File: config.mk
export PLATFORM = sky130hd
export DESIGN_NAME = mem_load_sequencer_flat
export DESIGN_NICKNAME = d
export VERILOG_FILES = /design/src/rtl/mem_load_sequencer_if.sv /design/src/rtl/mem_load_sequencer.sv /design/src/flat_wrapper.sv
export SDC_FILE = /design/constraint.sdc
export NUM_CORES = 1
export LEC_CHECK = 0
export ABC_AREA = 1
export CAP_MARGIN = 10
export CORE_MARGIN = 1.5
export CORE_UTILIZATION = 45
export DETAILED_ROUTE_END_ITERATION = 12
export PLACE_DENSITY = 0.67
export SYNTH_ARGS = -nofsm -noshare
export SYNTH_HDL_FRONTEND = slang
export SYNTH_SLANG_ARGS = --single-unit
File: constraint.sdc
create_clock -name clk -period 2.9 [get_ports clk]
set_input_delay 0.29 -clock clk [delete_from_list [all_inputs] [get_ports clk]]
set_output_delay 0.29 -clock clk [all_outputs]
set_load 0.1 [all_outputs]
File: src/rtl/mem_load_sequencer_if.sv
// Byte-source handshake and shared-bus lane of the program loader.
// master: the loader (drives the bus lane, accepts bytes).
// slave:  the surroundings (byte source, MAR/RAM bus consumers).
interface mem_load_sequencer_if #(
    parameter int DATA_WIDTH = 8
) ();
    logic                  byte_valid;
    logic [DATA_WIDTH-1:0] byte_data;
    logic                  byte_ready;
    logic                  bus_oe;
    logic [DATA_WIDTH-1:0] bus_out;
    logic                  mar_load;
    logic                  ram_load;

    modport master (
        input  byte_valid, byte_data,
        output byte_ready, bus_oe, bus_out, mar_load, ram_load
    );

    modport slave (
        output byte_valid, byte_data,
        input  byte_ready, bus_oe, bus_out, mar_load, ram_load
    );
endinterface

File: src/rtl/mem_load_sequencer.sv
// Program loader: halts the CPU at an instruction boundary, takes the bus and
// writes a byte stream into RAM (address into MAR, then data into RAM), then
// clears the PC and releases the bus. All outputs decode from registered state.
module mem_load_sequencer #(
    parameter int ADDR_WIDTH = 4,
    parameter int DATA_WIDTH = 8,
    parameter int TIMEOUT    = 255
) (
    input  logic                  clk,
    input  logic                  rst,
    input  logic                  start_i,
    input  logic [ADDR_WIDTH:0]   length_i,
    input  logic                  abort_i,
    input  logic                  cpu_at_fetch_i,
    mem_load_sequencer_if.master  bus,
    output logic                  cpu_hold_o,
    output logic                  pc_clear_o,
    output logic                  busy_o,
    output logic                  done_o,
    output logic                  error_o
);
    localparam logic [2:0] S_IDLE       = 3'd0;
    localparam logic [2:0] S_HOLD       = 3'd1;
    localparam logic [2:0] S_WAIT_BYTE  = 3'd2;
    localparam logic [2:0] S_DRIVE_ADDR = 3'd3;
    localparam logic [2:0] S_DRIVE_DATA = 3'd4;
    localparam logic [2:0] S_FINISH     = 3'd5;
    localparam logic [2:0] S_ERROR      = 3'd6;

    localparam int              TO_W     = (TIMEOUT < 2) ? 1 : $clog2(TIMEOUT + 1);
    localparam logic [TO_W-1:0] TO_LIMIT = TO_W'(TIMEOUT);
    localparam logic [ADDR_WIDTH:0] FULL_LEN = {1'b1, {ADDR_WIDTH{1'b0}}};

    logic [2:0]            state_q, state_d;
    logic [ADDR_WIDTH:0]   len_q, len_d;
    logic [ADDR_WIDTH:0]   count_q, count_d;
    logic [ADDR_WIDTH-1:0] addr_q, addr_d;
    logic [TO_W-1:0]       to_q, to_d;
    logic [DATA_WIDTH-1:0] data_q, data_d;

    // A zero length means a full RAM image; oversize lengths saturate to it.
    function automatic logic [ADDR_WIDTH:0] clamp_len(input logic [ADDR_WIDTH:0] len);
        if (len == '0 || len > FULL_LEN) begin
            return FULL_LEN;
        end
        return len;
    endfunction

    // Next-state logic; abort overrides every transition.
    always_comb begin
        state_d = state_q;
        len_d   = len_q;
        count_d = count_q;
        addr_d  = addr_q;
        to_d    = to_q;
        data_d  = data_q;
        case (state_q)
            S_IDLE, S_ERROR: begin
                if (start_i) begin
                    len_d   = clamp_len(length_i);
                    addr_d  = '0;
                    count_d = '0;
                    to_d    = '0;
                    state_d = S_HOLD;
                end
            end
            S_HOLD: begin
                if (cpu_at_fetch_i) begin
                    state_d = S_WAIT_BYTE;
                end
            end
            S_WAIT_BYTE: begin
                if (bus.byte_valid) begin
                    data_d  = bus.byte_data;
                    to_d    = '0;
                    state_d = S_DRIVE_ADDR;
                end else begin
                    to_d = to_q + TO_W'(1);
                    if (to_d == TO_LIMIT) begin
                        state_d = S_ERROR;
                    end
                end
            end
            S_DRIVE_ADDR: begin
                state_d = S_DRIVE_DATA;
            end
            S_DRIVE_DATA: begin
                if (count_q == len_q - (ADDR_WIDTH+1)'(1)) begin
                    state_d = S_FINISH;
                end else begin
                    addr_d  = addr_q + ADDR_WIDTH'(1);
                    count_d = count_q + (ADDR_WIDTH+1)'(1);
                    state_d = S_WAIT_BYTE;
                end
            end
            S_FINISH: begin
                state_d = S_IDLE;
            end
            default: begin
                state_d = S_IDLE;
            end
        endcase
        if (abort_i) begin
            state_d = S_IDLE;
        end
    end

    // Control state with synchronous reset.
    always_ff @(posedge clk) begin
        if (rst) begin
            state_q <= S_IDLE;
            len_q   <= '0;
            count_q <= '0;
            addr_q  <= '0;
            to_q    <= '0;
        end else begin
            state_q <= state_d;
            len_q   <= len_d;
            count_q <= count_d;
            addr_q  <= addr_d;
            to_q    <= to_d;
        end
    end

    // Byte holding register; never reaches the bus outside DRIVE_DATA, so no reset.
    always_ff @(posedge clk) begin
        data_q <= data_d;
    end

    assign bus.byte_ready = (state_q == S_WAIT_BYTE);
    assign bus.bus_oe     = (state_q == S_DRIVE_ADDR) || (state_q == S_DRIVE_DATA);
    assign bus.mar_load   = (state_q == S_DRIVE_ADDR);
    assign bus.ram_load   = (state_q == S_DRIVE_DATA);
    assign pc_clear_o     = (state_q == S_FINISH);
    assign done_o         = (state_q == S_FINISH);
    assign error_o        = (state_q == S_ERROR);
    assign busy_o         = (state_q != S_IDLE) && (state_q != S_ERROR);
    assign cpu_hold_o     = busy_o;

    // Bus lane data: address in DRIVE_ADDR, latched byte in DRIVE_DATA, else 0.
    always_comb begin
        bus.bus_out = '0;
        if (state_q == S_DRIVE_ADDR) begin
            bus.bus_out = DATA_WIDTH'(addr_q);
        end else if (state_q == S_DRIVE_DATA) begin
            bus.bus_out = data_q;
        end
    end
endmodule

File: src/flat_wrapper.sv
// flat-port wrapper written by rule: the top's interface ports become plain ports
module mem_load_sequencer_flat 
#(
    parameter int ADDR_WIDTH = 4,
    parameter int DATA_WIDTH = 8,
    parameter int TIMEOUT    = 255
)
  (clk, rst, start_i, length_i, abort_i, cpu_at_fetch_i, cpu_hold_o, pc_clear_o, busy_o, done_o, error_o, bus_byte_valid, bus_byte_data, bus_byte_ready, bus_bus_oe, bus_bus_out, bus_mar_load, bus_ram_load);
  mem_load_sequencer_if #(.DATA_WIDTH(DATA_WIDTH)) bus_i ();
  input  logic clk;
  input  logic rst;
  input  logic start_i;
  input  logic [ADDR_WIDTH:0] length_i;
  input  logic abort_i;
  input  logic cpu_at_fetch_i;
  output logic cpu_hold_o;
  output logic pc_clear_o;
  output logic busy_o;
  output logic done_o;
  output logic error_o;
  input wire logic [$bits(bus_i.byte_valid)-1:0] bus_byte_valid;
  input wire logic [$bits(bus_i.byte_data)-1:0] bus_byte_data;
  output wire logic [$bits(bus_i.byte_ready)-1:0] bus_byte_ready;
  output wire logic [$bits(bus_i.bus_oe)-1:0] bus_bus_oe;
  output wire logic [$bits(bus_i.bus_out)-1:0] bus_bus_out;
  output wire logic [$bits(bus_i.mar_load)-1:0] bus_mar_load;
  output wire logic [$bits(bus_i.ram_load)-1:0] bus_ram_load;
  assign bus_i.byte_valid = bus_byte_valid;
  assign bus_i.byte_data = bus_byte_data;
  assign bus_byte_ready = bus_i.byte_ready;
  assign bus_bus_oe = bus_i.bus_oe;
  assign bus_bus_out = bus_i.bus_out;
  assign bus_mar_load = bus_i.mar_load;
  assign bus_ram_load = bus_i.ram_load;
  mem_load_sequencer #(.ADDR_WIDTH(ADDR_WIDTH), .DATA_WIDTH(DATA_WIDTH), .TIMEOUT(TIMEOUT)) u_core (.clk(clk), .rst(rst), .start_i(start_i), .length_i(length_i), .abort_i(abort_i), .cpu_at_fetch_i(cpu_at_fetch_i), .bus(bus_i), .cpu_hold_o(cpu_hold_o), .pc_clear_o(pc_clear_o), .busy_o(busy_o), .done_o(done_o), .error_o(error_o));
endmodule
# After elaboration in Yosys (flattened, before gate mapping)
# Index checks and enable logic that the tools add are counted.
[word_totals]
output_inout_bits = 17
elab_cells = 61
reg_bits = 33
input_bits = 19
[op_classes]
n_mux = 22
magnitude_cmp = 1
n_eq_ne = 13
reduce_logical = 15
addsub = 4
[op_table]
columns = ["op", "count"]
rows = [
  ["$mux W8", 4],
  ["$mux W5", 4],
  ["$pmux W8 S2", 1],
  ["$mux W3", 5],
  ["$pmux W3 S5", 1],
  ["$pmux W5 S2", 1],
  ["$eq A3 B3 Y1 const B", 3],
  ["$add A8 B1 Y8 const B", 1],
  ["$eq A8 B8 Y1 const B", 1],
  ["$mux W4", 2],
  ["$pmux W4 S2", 1],
  ["$eq A3 B2 Y1 const B", 2],
  ["$ne A2 B2 Y1 const B", 3],
  ["$reduce_and A2 Y1", 3],
  ["$reduce_and A3 Y1", 2],
  ["$add A5 B1 Y5 const B", 1],
  ["$eq A5 B5 Y1", 1],
  ["$gt A5 B5 Y1 const B", 1],
  ["$logic_not A5 Y1", 1],
  ["$sub A5 B1 Y5 const B", 1],
  ["$add A4 B1 Y4 const B", 1],
  ["$reduce_bool A2 Y1", 2],
  ["$reduce_or A2 Y1", 2],
  ["$eq A3 B1 Y1 const B", 1],
  ["7 further kinds", 10],
]

# Depth between registers and ports, before layout
[logic_depth]
depth_word = 6
depth_mapped = 14
ltp_nobuf = 14

# Least setup slack after synthesis
# No wires, ideal clock.
[synth_path]
path_kind = "register -> output"
start = "register u_core.state_q[2]"
end = "output pc_clear_o"
path_buffers = 2
path_stages_with_launch = 5
slack_ps = -543
t_required_ps = 2610
t_arrival_ps = 3153
cell_sequence = "dfxtp_1 > buf_6 > inv_1 > nor3_1 > buf_4"
[synth_between]
elab_chain_cells = 1
[synth_rtl]
columns = ["element", "line", "rtl"]
rows = [
  ["start: declaration", "mem_load_sequencer.sv:34", "logic [2:0] state_q, state_d;"],
  ["start signal: assignment", "mem_load_sequencer.sv:117", "state_q <= state_d;"],
  ["$eq A3 B3 Y1", "n/a", ""],
  ["end: declaration", "flat_wrapper.sv:17", "output logic pc_clear_o;"],
]
# Every way passes these cells.

# Worst setup path after layout
[layout_path]
start = "register u_core.state_q[2]"
end = "output bus_bus_out[2]"
[layout_between]
elab_chain_cells = 3
word_cells_on_any_way = 4
[layout_rtl]
columns = ["element", "line", "rtl"]
rows = [
  ["$eq A3 B3 Y1", "mem_load_sequencer.sv:145", "end else if (state_q == S_DRIVE_DATA) begin"],
  ["$mux W8", "mem_load_sequencer.sv:145", ""],
  ["$mux W8 *", "mem_load_sequencer.sv:143", "if (state_q == S_DRIVE_ADDR) begin"],
  ["end: declaration", "flat_wrapper.sv:25", "output wire logic [$bits(bus_i.bus_out)-1:0] bus_bus_out;"],
]
# Mark *: on every way between the ends. The rest lies on a longest branch, timed or not.

==> flow_summary.yaml <==
floorplanning:
  fp-row-count: 24
  die_h_um: 69.9
  die_x_um: 69.9
  start_util: 0.466
  floorplan.die_area_um2: 4880
  core_um2: 4320
  boundaryPins: 36
critical_path:
  critical_path.cell_chain: "nand2_2 > inv_2 > a22o_1 > buf_4"
  end_kind: "primary output"
  crit_path_start_kind: "flop"
  required_ns: 2.61
  crit_path_top_delay_cell: "dfxtp_1"
  cp.arrival_ns: 1.80
  cpPeakStageDelay_ns: 0.55
  worstPathMaxFanout: 11
  critPathKind: "flop to primary output"
synth:
  ys.flop_type: "dfxtp_1"
  synth_edf_count: 8
  synth_cell_types: 36
  postSynthAreaPerCell_um2: 7.29
  synthTopCellsByArea: "dfxtp_1 25%, edfxtp_1 12%, nand2_1 12%"
  async_reset_ff_frac: 0
  ys_warn_count: 0
  yosysTopAreaCellShare: 0.249
  synth_area_leader_cell: "dfxtp_1"
  synth_area_um2: 2010
  syn-instance-count: 276
  yosysSeqAreaShare: 0.368
  yosys_register_bits: 33
  synth_fp_nets: 301
run:
  drv_cap: 0
sta:
  worst_slew_pin_slew_ns: 0.707
  rsz0062_at_grt: "no"
  period_share: 0.720
  min_period_ns: 2.09
  finalMaxSlewViolations: 0
  setup-violations-final: 0
  max-slew-margin-rel: 0.527
  finalHoldViolCount: 0
  finClkSkew_ns: 0.00457
  fmax_mhz: 479
  setup_tns_ns: 0
drt:
  dr_total_vias: 1759
  drc: 0
  drt-initial-drc-count: 39
  drt-total-wl_mm: 4.02
  viasPerCell: 4.81
  wl_per_cell_um: 11.0
  postRouteAntennaNets: 0
  first_pass_iters: 4
clocking:
  clkTransAtPathRegs_ns: 0.06
  clock_latency_ns: 0.28
  numCtsBuffers: 5
  clkSinkCount: 33
  post_cts.repair.setup_buffers: 0
  clockBufferDepth: 2
  cts_tree: "done"
  cts_resized: 0
  cts_root_buf: "clkbuf_8"
  h-tree-depth: 2
  cts_hold_buf: 0
status:
  run_status: "complete, no violations"
placement:
  globalplace.congestion: 0.825
  io_buffer_count: 35
  dp_hpwl_mm: 3.03
global_routing:
  grt_start_max_net_pins: 14
  overflow: 0
  track_usage: 0.173
  antenna_found_initial: 0
  grt_pass1_wl_mm: 6.82
  grt_pass1_vias: 1648
power:
  p_total_mw: 1.34
  p_per_area_nw_per_um2: 548
  ir_drop_mv: 0.324
  cellLeakagePower_nw: 1.03
layout:
  area_growth_pct: 21.6
  final_cell_mix: "63 x nand2_1, 37 x inv_1, 35 x nor2_1"
  nNetsFinal: 338
  drive_gt1_frac: 0.175
  antenna_cells: 0
  mostFrequentLayoutCell: "nand2_1"
hold_path:
  min_path_type: "flop to flop"
==> stage by stage <==
step                hold slack [ns]   util  instance area, um^2  instances  setup WS, ns
detailed placement            0.480  0.542                 2340        358         0.935
floorplan                     0.389      -                 2020        276       -0.0269
CTS                           0.488  0.566                 2450        366         0.770
finish                        0.482  0.566                 2450        366         0.813
global placement              0.475  0.542                 2340        358         0.977
global route                  0.534  0.566                 2450        366         0.666
==> worst max-delay path, delay by kind of cell (launching register included) <==
| kind | cells | cell delay (ns) |
|---|---|---|
| flip-flops | 1 | 0.55 |
| AND/OR/NAND/NOR | 1 | 0.23 |
| AO/OA/AOI/OAI | 1 | 0.18 |
| buffers and inverters | 2 | 0.54 |
==> synthesized netlist by cell type (2+ instances only) <==
master,count
buf_4,2
o21ai_0,4
nor2_2,4
a22o_1,4
nand4_1,2
xor2_1,5
nor2_4,3
edfxtp_1,8
a21oi_2,3
nand2_2,9
inv_1,37
buf_6,2
a21oi_1,18
nor2_1,36
nand2_1,63
or2_0,2
a211oi_1,3
inv_2,3
nor3_1,3
ha_1,6
o21ai_1,3
nand3_1,18
dfxtp_1,25
==> sequential cells by signal (all words and copies together) (netlist names) <==
| signal | cells |
|---|---|
| u_core.to_q | 8 |
| u_core.data_q | 8 |
| u_core.count_q | 5 |
| u_core.state_q | 3 |
| u_core.len_q | 5 |
| u_core.addr_q | 4 |
==> final cells by class <==
type                       count  area [um^2]
clock buffer                   6         72.6
clock inverter                 2         33.8
fill                         431         1880
inverter                      41          159
multi-input combinational    196         1060
sequential                    33          741
tap                           52         65.1
timing repair buffer          36          315
==> power breakdown <==
part	leakage [nW]	internal, mW	switching (mW)
clock	0.0528	0.253	0.165
combinational	0.703	0.120	0.281
sequential	0.276	0.497	0.0247
==> cell families (layout without fill, tap and decap cells) <==
logic type / count (synthesis) / count (layout) / share of synthesized area
flops: 33 / 33 / 0.368
fa+ha+maj: 6 / 6 / 0.0373
buf+inv: 47 / 85 / 0.108
compound gates: 40 / 40 / 0.131
xor+xnor: 6 / 6 / 0.0261
simple gates: 144 / 144 / 0.329
==> worst paths after layout <==
| path | startpoint | end | slack, ns | cells after the start |
|---|---|---|---|---|
| worst max-delay path | u_core.state_q[2] | bus_bus_out[2] | 0.81 | 4 |
| worst min register to register | u_core.to_q[7] | u_core.to_q[7] | 0.48 | 2 |
| worst min-delay path | u_core.to_q[7] | u_core.to_q[7] | 0.48 | 2 |
| worst max register to register | u_core.state_q[2] | u_core.addr_q[1] | 1.12 | 9 |
==> layer usage <==
layer  part of all wire  track usage
met5                  0            0
met4              0.015       0.0726
met3              0.031       0.0404
met2               0.47        0.284
met1               0.48        0.217
(Power assumes the default switching activity.)
